**config.mk**
```make
export PLATFORM = sky130hd
export DESIGN_NAME = frame_scheduler_flat
export DESIGN_NICKNAME = d
export VERILOG_FILES = /design/src/rtl/frame_scheduler_if.sv /design/src/rtl/frame_scheduler.sv /design/src/flat_wrapper.sv
export SDC_FILE = /design/constraint.sdc
export NUM_CORES = 1
export LEC_CHECK = 0
export CAP_MARGIN = 20
export CORE_MARGIN = 5
export CORE_UTILIZATION = 46
export CTS_CLUSTER_SIZE = 20
export DETAILED_ROUTE_END_ITERATION = 8
export PLACE_DENSITY = 0.8
export SYNTH_ARGS = -nofsm -noshare
export SYNTH_HDL_FRONTEND = slang
export SYNTH_SLANG_ARGS = --single-unit
```
**constraint.sdc**
```tcl
create_clock -name clk -period 2.7 [get_ports clk]
set_input_delay 0.675 -clock clk [delete_from_list [all_inputs] [get_ports clk]]
set_output_delay 0.675 -clock clk [all_outputs]
set_load 0.05 [all_outputs]
```
**src/rtl/frame_scheduler_if.sv**
```systemverilog
// rtl/frame_scheduler_if.sv - object handshake and VGA plot bundle for frame_scheduler
interface frame_scheduler_if #(
  parameter int NUM_OBJ = 4
);
  logic [NUM_OBJ-1:0]   obj_start;
  logic [NUM_OBJ-1:0]   obj_done;
  logic [8*NUM_OBJ-1:0] obj_x;
  logic [7*NUM_OBJ-1:0] obj_y;
  logic [3*NUM_OBJ-1:0] obj_color;
  logic [NUM_OBJ-1:0]   obj_wren;
  logic [7:0]           vga_x;
  logic [6:0]           vga_y;
  logic [2:0]           vga_color;
  logic                 vga_plot;

  // Scheduler side: drives starts and the plot port, listens to the objects.
  modport master (
    output obj_start,
    input  obj_done, obj_x, obj_y, obj_color, obj_wren,
    output vga_x, vga_y, vga_color, vga_plot
  );

  // Object / adapter side.
  modport slave (
    input  obj_start,
    output obj_done, obj_x, obj_y, obj_color, obj_wren,
    input  vga_x, vga_y, vga_color, vga_plot
  );
endinterface

```
**src/rtl/frame_scheduler.sv**
```systemverilog
// rtl/frame_scheduler.sv - per-frame object sequencer and pixel-write arbiter
module frame_scheduler #(
  parameter int NUM_OBJ        = 4,
  parameter int FRAME_TICKS    = 833333,
  parameter int TIMEOUT_CYCLES = 255
) (
  input  logic              clk,
  input  logic              resetn,
  input  logic              enable,
  frame_scheduler_if.master bus,
  output logic              busy,
  output logic [7:0]        frame_count,
  output logic              timeout_err,
  output logic              overrun
);

  localparam int TW = (FRAME_TICKS > 1) ? $clog2(FRAME_TICKS) : 1;
  localparam int WW = $clog2(TIMEOUT_CYCLES + 1);
  localparam int SW = (NUM_OBJ > 1) ? $clog2(NUM_OBJ) : 1;

  typedef enum logic [2:0] {
    S_IDLE,
    S_START,
    S_WAIT_DONE,
    S_WAIT_CLEAR,
    S_NEXT
  } state_t;

  state_t             state, state_n;
  logic [SW-1:0]      slot, slot_n;
  logic [NUM_OBJ-1:0] start_q, start_n;
  logic [WW-1:0]      wait_cnt, wait_n;
  logic [7:0]         fc_n;
  logic               terr_n, pend, pend_n, ovr_n;
  logic [TW-1:0]      tick_cnt;
  logic               frame_tick;

  int                 sel;
  logic [7:0]         cur_x;
  logic [6:0]         cur_y;
  logic [2:0]         cur_c;
  logic               cur_wren, cur_done, plot_n;
  logic [7:0]         vx_q;
  logic [6:0]         vy_q;
  logic [2:0]         vc_q;
  logic               plot_q;

  assign frame_tick    = (tick_cnt == TW'(FRAME_TICKS - 1));
  assign busy          = (state != S_IDLE);
  assign bus.obj_start = start_q;
  assign bus.vga_x     = vx_q;
  assign bus.vga_y     = vy_q;
  assign bus.vga_color = vc_q;
  assign bus.vga_plot  = plot_q;

  // Only the granted slot's write port is visible to the plot path.
  assign sel      = int'(slot);
  assign cur_x    = bus.obj_x[8*sel +: 8];
  assign cur_y    = bus.obj_y[7*sel +: 7];
  assign cur_c    = bus.obj_color[3*sel +: 3];
  assign cur_wren = bus.obj_wren[slot];
  assign cur_done = bus.obj_done[slot];
  assign plot_n   = (state == S_WAIT_DONE) && cur_wren &&
                    (cur_x <= 8'd159) && (cur_y <= 7'd119);

  // Free-running frame tick counter.
  always_ff @(posedge clk or negedge resetn) begin
    if (!resetn)         tick_cnt <= '0;
    else if (frame_tick) tick_cnt <= '0;
    else                 tick_cnt <= tick_cnt + TW'(1);
  end

  // Sequencer state register.
  always_ff @(posedge clk or negedge resetn) begin
    if (!resetn) begin
      state       <= S_IDLE;
      slot        <= '0;
      start_q     <= '0;
      wait_cnt    <= '0;
      frame_count <= '0;
      timeout_err <= 1'b0;
      pend        <= 1'b0;
      overrun     <= 1'b0;
    end else begin
      state       <= state_n;
      slot        <= slot_n;
      start_q     <= start_n;
      wait_cnt    <= wait_n;
      frame_count <= fc_n;
      timeout_err <= terr_n;
      pend        <= pend_n;
      overrun     <= ovr_n;
    end
  end

  // Next-state logic: tick bookkeeping, then the per-slot start/done walk.
  always_comb begin
    state_n = state;
    slot_n  = slot;
    start_n = start_q;
    wait_n  = wait_cnt;
    fc_n    = frame_count;
    terr_n  = timeout_err;
    pend_n  = pend;
    ovr_n   = overrun;

    // A tick arriving with one already queued is lost.
    if (frame_tick && pend)       ovr_n  = 1'b1;
    else if (frame_tick && busy)  pend_n = 1'b1;

    case (state)
      S_IDLE: begin
        if (frame_tick || pend) begin
          pend_n = 1'b0;
          if (enable) begin
            slot_n  = '0;
            state_n = S_START;
          end
        end
      end
      S_START: begin
        start_n       = '0;
        start_n[slot] = 1'b1;
        wait_n        = '0;
        state_n       = S_WAIT_DONE;
      end
      S_WAIT_DONE: begin
        if (cur_done) begin
          start_n = '0;
          wait_n  = '0;
          state_n = S_WAIT_CLEAR;
        end else if (wait_cnt == WW'(TIMEOUT_CYCLES)) begin
          terr_n  = 1'b1;
          start_n = '0;
          state_n = S_NEXT;
        end else begin
          wait_n = wait_cnt + WW'(1);
        end
      end
      S_WAIT_CLEAR: begin
        if (!cur_done) begin
          state_n = S_NEXT;
        end else if (wait_cnt == WW'(TIMEOUT_CYCLES)) begin
          terr_n  = 1'b1;
          state_n = S_NEXT;
        end else begin
          wait_n = wait_cnt + WW'(1);
        end
      end
      S_NEXT: begin
        if (slot == SW'(NUM_OBJ - 1)) begin
          fc_n    = frame_count + 8'd1;
          state_n = S_IDLE;
        end else begin
          slot_n  = slot + SW'(1);
          state_n = S_START;
        end
      end
      default: state_n = S_IDLE;
    endcase
  end

  // Registered plot port; coordinates are held between strobes.
  always_ff @(posedge clk or negedge resetn) begin
    if (!resetn) begin
      plot_q <= 1'b0;
      vx_q   <= '0;
      vy_q   <= '0;
      vc_q   <= '0;
    end else begin
      plot_q <= plot_n;
      if (plot_n) begin
        vx_q <= cur_x;
        vy_q <= cur_y;
        vc_q <= cur_c;
      end
    end
  end

endmodule

```
**src/flat_wrapper.sv**
```systemverilog
// flat-port wrapper written by rule: the top's interface ports become plain ports
module frame_scheduler_flat 
#(
  parameter int NUM_OBJ        = 4,
  parameter int FRAME_TICKS    = 833333,
  parameter int TIMEOUT_CYCLES = 255
)
  (clk, resetn, enable, busy, frame_count, timeout_err, overrun, bus_obj_start, bus_obj_done, bus_obj_x, bus_obj_y, bus_obj_color, bus_obj_wren, bus_vga_x, bus_vga_y, bus_vga_color, bus_vga_plot);
  frame_scheduler_if #(.NUM_OBJ(NUM_OBJ)) bus_i ();
  input  logic clk;
  input  logic resetn;
  input  logic enable;
  output logic busy;
  output logic [7:0] frame_count;
  output logic timeout_err;
  output logic overrun;
  output wire logic [$bits(bus_i.obj_start)-1:0] bus_obj_start;
  input wire logic [$bits(bus_i.obj_done)-1:0] bus_obj_done;
  input wire logic [$bits(bus_i.obj_x)-1:0] bus_obj_x;
  input wire logic [$bits(bus_i.obj_y)-1:0] bus_obj_y;
  input wire logic [$bits(bus_i.obj_color)-1:0] bus_obj_color;
  input wire logic [$bits(bus_i.obj_wren)-1:0] bus_obj_wren;
  output wire logic [$bits(bus_i.vga_x)-1:0] bus_vga_x;
  output wire logic [$bits(bus_i.vga_y)-1:0] bus_vga_y;
  output wire logic [$bits(bus_i.vga_color)-1:0] bus_vga_color;
  output wire logic [$bits(bus_i.vga_plot)-1:0] bus_vga_plot;
  assign bus_obj_start = bus_i.obj_start;
  assign bus_i.obj_done = bus_obj_done;
  assign bus_i.obj_x = bus_obj_x;
  assign bus_i.obj_y = bus_obj_y;
  assign bus_i.obj_color = bus_obj_color;
  assign bus_i.obj_wren = bus_obj_wren;
  assign bus_vga_x = bus_i.vga_x;
  assign bus_vga_y = bus_i.vga_y;
  assign bus_vga_color = bus_i.vga_color;
  assign bus_vga_plot = bus_i.vga_plot;
  frame_scheduler #(.NUM_OBJ(NUM_OBJ), .FRAME_TICKS(FRAME_TICKS), .TIMEOUT_CYCLES(TIMEOUT_CYCLES)) u_core (.clk(clk), .resetn(resetn), .enable(enable), .bus(bus_i), .busy(busy), .frame_count(frame_count), .timeout_err(timeout_err), .overrun(overrun));
endmodule
```
==> impl_metrics.tcl <==
set metrics [dict create \
    post_cts_buffers 0 \
    outcome "completed" \
    yosysWarnings 0 \
    synth_common_cells "67 x dfrtp_1, 32 x nor2_1, 19 x mux4_2, 19 x nand2_1, 18 x xnor2_1" \
    instances_no_fill 532 \
    post-route-util_pct 67.05 \
    crit_cells 2 \
    ys.flop_type "dfrtp_1" \
    drc 0 \
    grt_setup_unrepaired "false" \
    finalMaxSlewViolations 0 \
    path_clk_slew_ns 0.07 \
    die_w_um 98.09 \
    cts_root_buffer "clkbuf_8" \
    irDropWorstVdd_mv 0.2624 \
    leakagePower_nw 2.284 \
    cts_max_level 3 \
    ff2ff_path_depth 7 \
    finalInstanceArea_um2 5127 \
    final_nets 516 \
    first_pass_iters 4 \
    p_per_area_nw_per_um2 442.7 \
    fin_skew_ns 0.01000 \
    drive_gt1_share_pct 12.56 \
    ctsHoldBuffers 0 \
    worstMarginPinSlew_ns 0.7024 \
    total_power_mw 2.270 \
    die_area_um2 9622 \
    syn2layout_area_growth_pct 43.64 \
    cp-start-kind "flop" \
    cts_max_path_buffers 2 \
    tritoncts "yes" \
    dp_cells 516 \
    clock.fmax_mhz 415.1 \
    arrival_ns 1.73 \
    fp.dieH_um 98.09 \
    grt_use_met2_pct 34.76 \
    grt.overflow.total 0 \
    antenna_found_initial 0 \
    grt_use_met3_pct 3.714 \
    yosysMostFrequentCell "dfrtp_1" \
    finalCriticalPeriod_ns 2.409 \
    worstPathRequired_ns 2.03 \
    grt_max_degree 68 \
    cp-end-kind "primary output" \
    yosys.area.top_type "dfrtp_1" \
    ys_types 47 \
    drv_cap 0 \
    dp_hpwl_um 7073 \
    syn-cell-area_um2 3570 \
    path_cells "or3_1 > dlygate4sd2_1" \
    vias 2839 \
    drtIter0Drc 126 \
    avgSynthCellArea_um2 11.82 \
    worst_slack_ns 0.2909 \
    top_usage_layer "met2" \
    start_util_pct 46.68 \
    dpl_worst_slack_ns 0.06569 \
    holdWs_ns 0.3298 \
    finalHoldViolCount 0 \
    syn-num-nets 393 \
    diodes 0 \
    grt_pass1_wl_um 15270 \
    synthCells 302 \
    critPathMaxFanout 12 \
    worstHoldPathType "in2async" \
    fin_crit_sh_pct 89.22 \
    slowest_delay_ns 0.51 \
    fp.coreArea_um2 7647 \
    critPathSlowestCell "dfrtp_1" \
    antenna_left 0 \
    grt_usage_pct 19.88 \
    via_per_inst 5.336 \
    cts_sinks 67 \
    ios 117 \
    rows 32 \
    placed_cell_area_um2 4872 \
    routed_wl_um 9306 \
    crit_type "reg2out" \
    path_buf_inv 1 \
    crit_family "flip-flops" \
    ys_ff_latch 67 \
    cts_buffers 9 \
    met1_usage_pct 24.68 \
    yosysSeqAreaShare_pct 46.97 \
    fin_setup_tns_ns 0 \
    finalSetupViolations 0 \
    synth_top_area_share_pct 46.97 \
    io_buffers 116 \
    synth.area.top_cells "dfrtp_1 47%, mux4_2 12%, xnor2_1 4.4%" \
    relSlewSlack_pct 53.03 \
    grt_pass1_vias 3041 \
    synth_edf_count 0 \
    clk_latency_ns 0.34 \
    post_drt_wl_per_cell_um 17.49 \
    gp_congestion 0.8109 \
    synthArstFlopShare_pct 100.0 \
    cts_resized 1 \
]
cell usage in the layout, fill, tap and decap left out, types with 2 or more instances in the layout:
cell type / instances
nand2b_1: 4
clkbuf_1: 2
a21oi_1: 9
dfrtp_1: 67
mux4_2: 19
buf_12: 2
o21ai_0: 4
a21o_1: 3
bufinv_16: 4
o21a_1: 2
nor3_1: 6
clkdlybuf4s50_1: 114
nor2_1: 32
a22o_1: 5
nand4_1: 9
mux2_2: 3
and3_1: 5
xnor2_1: 18
a22oi_1: 2
and4_1: 2
a32o_1: 2
nand2_1: 19
o31ai_1: 2
inv_1: 9
xor2_1: 10
o211ai_1: 2
mux2_1: 8
nand3_1: 14
buf_4: 4
clkbuf_8: 9
nand3b_1: 2
mux2_4: 7
nor4_1: 4
ha_1: 8
state kept, by name (all words and copies together) (netlist names):
name                  flops
u_core.frame_count        8
u_core.bus.vga_color      3
u_core.bus.vga_y          7
u_core.overrun            1
u_core.timeout_err        1
u_core.pend               1
u_core.bus.vga_plot       1
u_core.wait_cnt           8
u_core.tick_cnt          20
u_core.bus.vga_x          8
u_core.slot               2
u_core.bus.obj_start      4
u_core.state              3
routing by layer:
metal | up-vias | part of all wire [%]
li1 | 1349 | -
met5 | - | 0
met4 | 0 | 1.6
met1 | 1418 | 42
met2 | 58 | 53
met3 | 14 | 3.3
cells by family (layout without fill, tap and decap cells):
group	after synthesis	count (layout)	synth area share, %
muxes	38	38	18.68
adders and majority gates	8	8	2.804
buffers and inverters	19	147	2.558
DFF	67	67	46.97
xor gates and xnor gates	28	28	6.870
AOI/OAI and AO/OA	37	37	7.501
and+or+nand+nor	105	105	14.62
worst paths after layout:
check | start | end | slack [ns]
min in group clk | u_core.timeout_err | u_core.timeout_err | 0.47
setup / recovery | u_core.state[2] | busy | 0.29
setup reg to reg | u_core.slot[1] | u_core.frame_count[5] | 0.50
hold / removal | resetn | u_core.bus.obj_start[0] | 0.33
hold reg to reg | u_core.timeout_err | u_core.timeout_err | 0.47
max in group asynchronous | resetn | u_core.frame_count[6] | 2.08
area by class of cell:
type	count	area [µm²]
Multi-Input combinational cell	216	1808
Fill cell	595	2520
Sequential cell	67	1677
Tap cell	102	127.6
Timing Repair Buffer	122	1225
Clock buffer	11	131.4
Inverter	9	33.78
Clock inverter	5	125.1
worst register-to-register path, cell delays in order (launching register included):
cell and delay, ns:
dfrtp_1 0.33, buf_4 0.33, ha_1 0.34, nand2_1 0.08
nor2_1 0.38, and4_1 0.34, nand3_1 0.12, xnor2_1 0.14
power by group:
part	total, mW	internal, mW	switching (mW)
clock network	1.09	0.707	0.382
registers	1.00	1.00	0
logic	0.178	0.130	0.0479
total	2.27	1.84	0.430
Power figures use the tool's default switching activity.
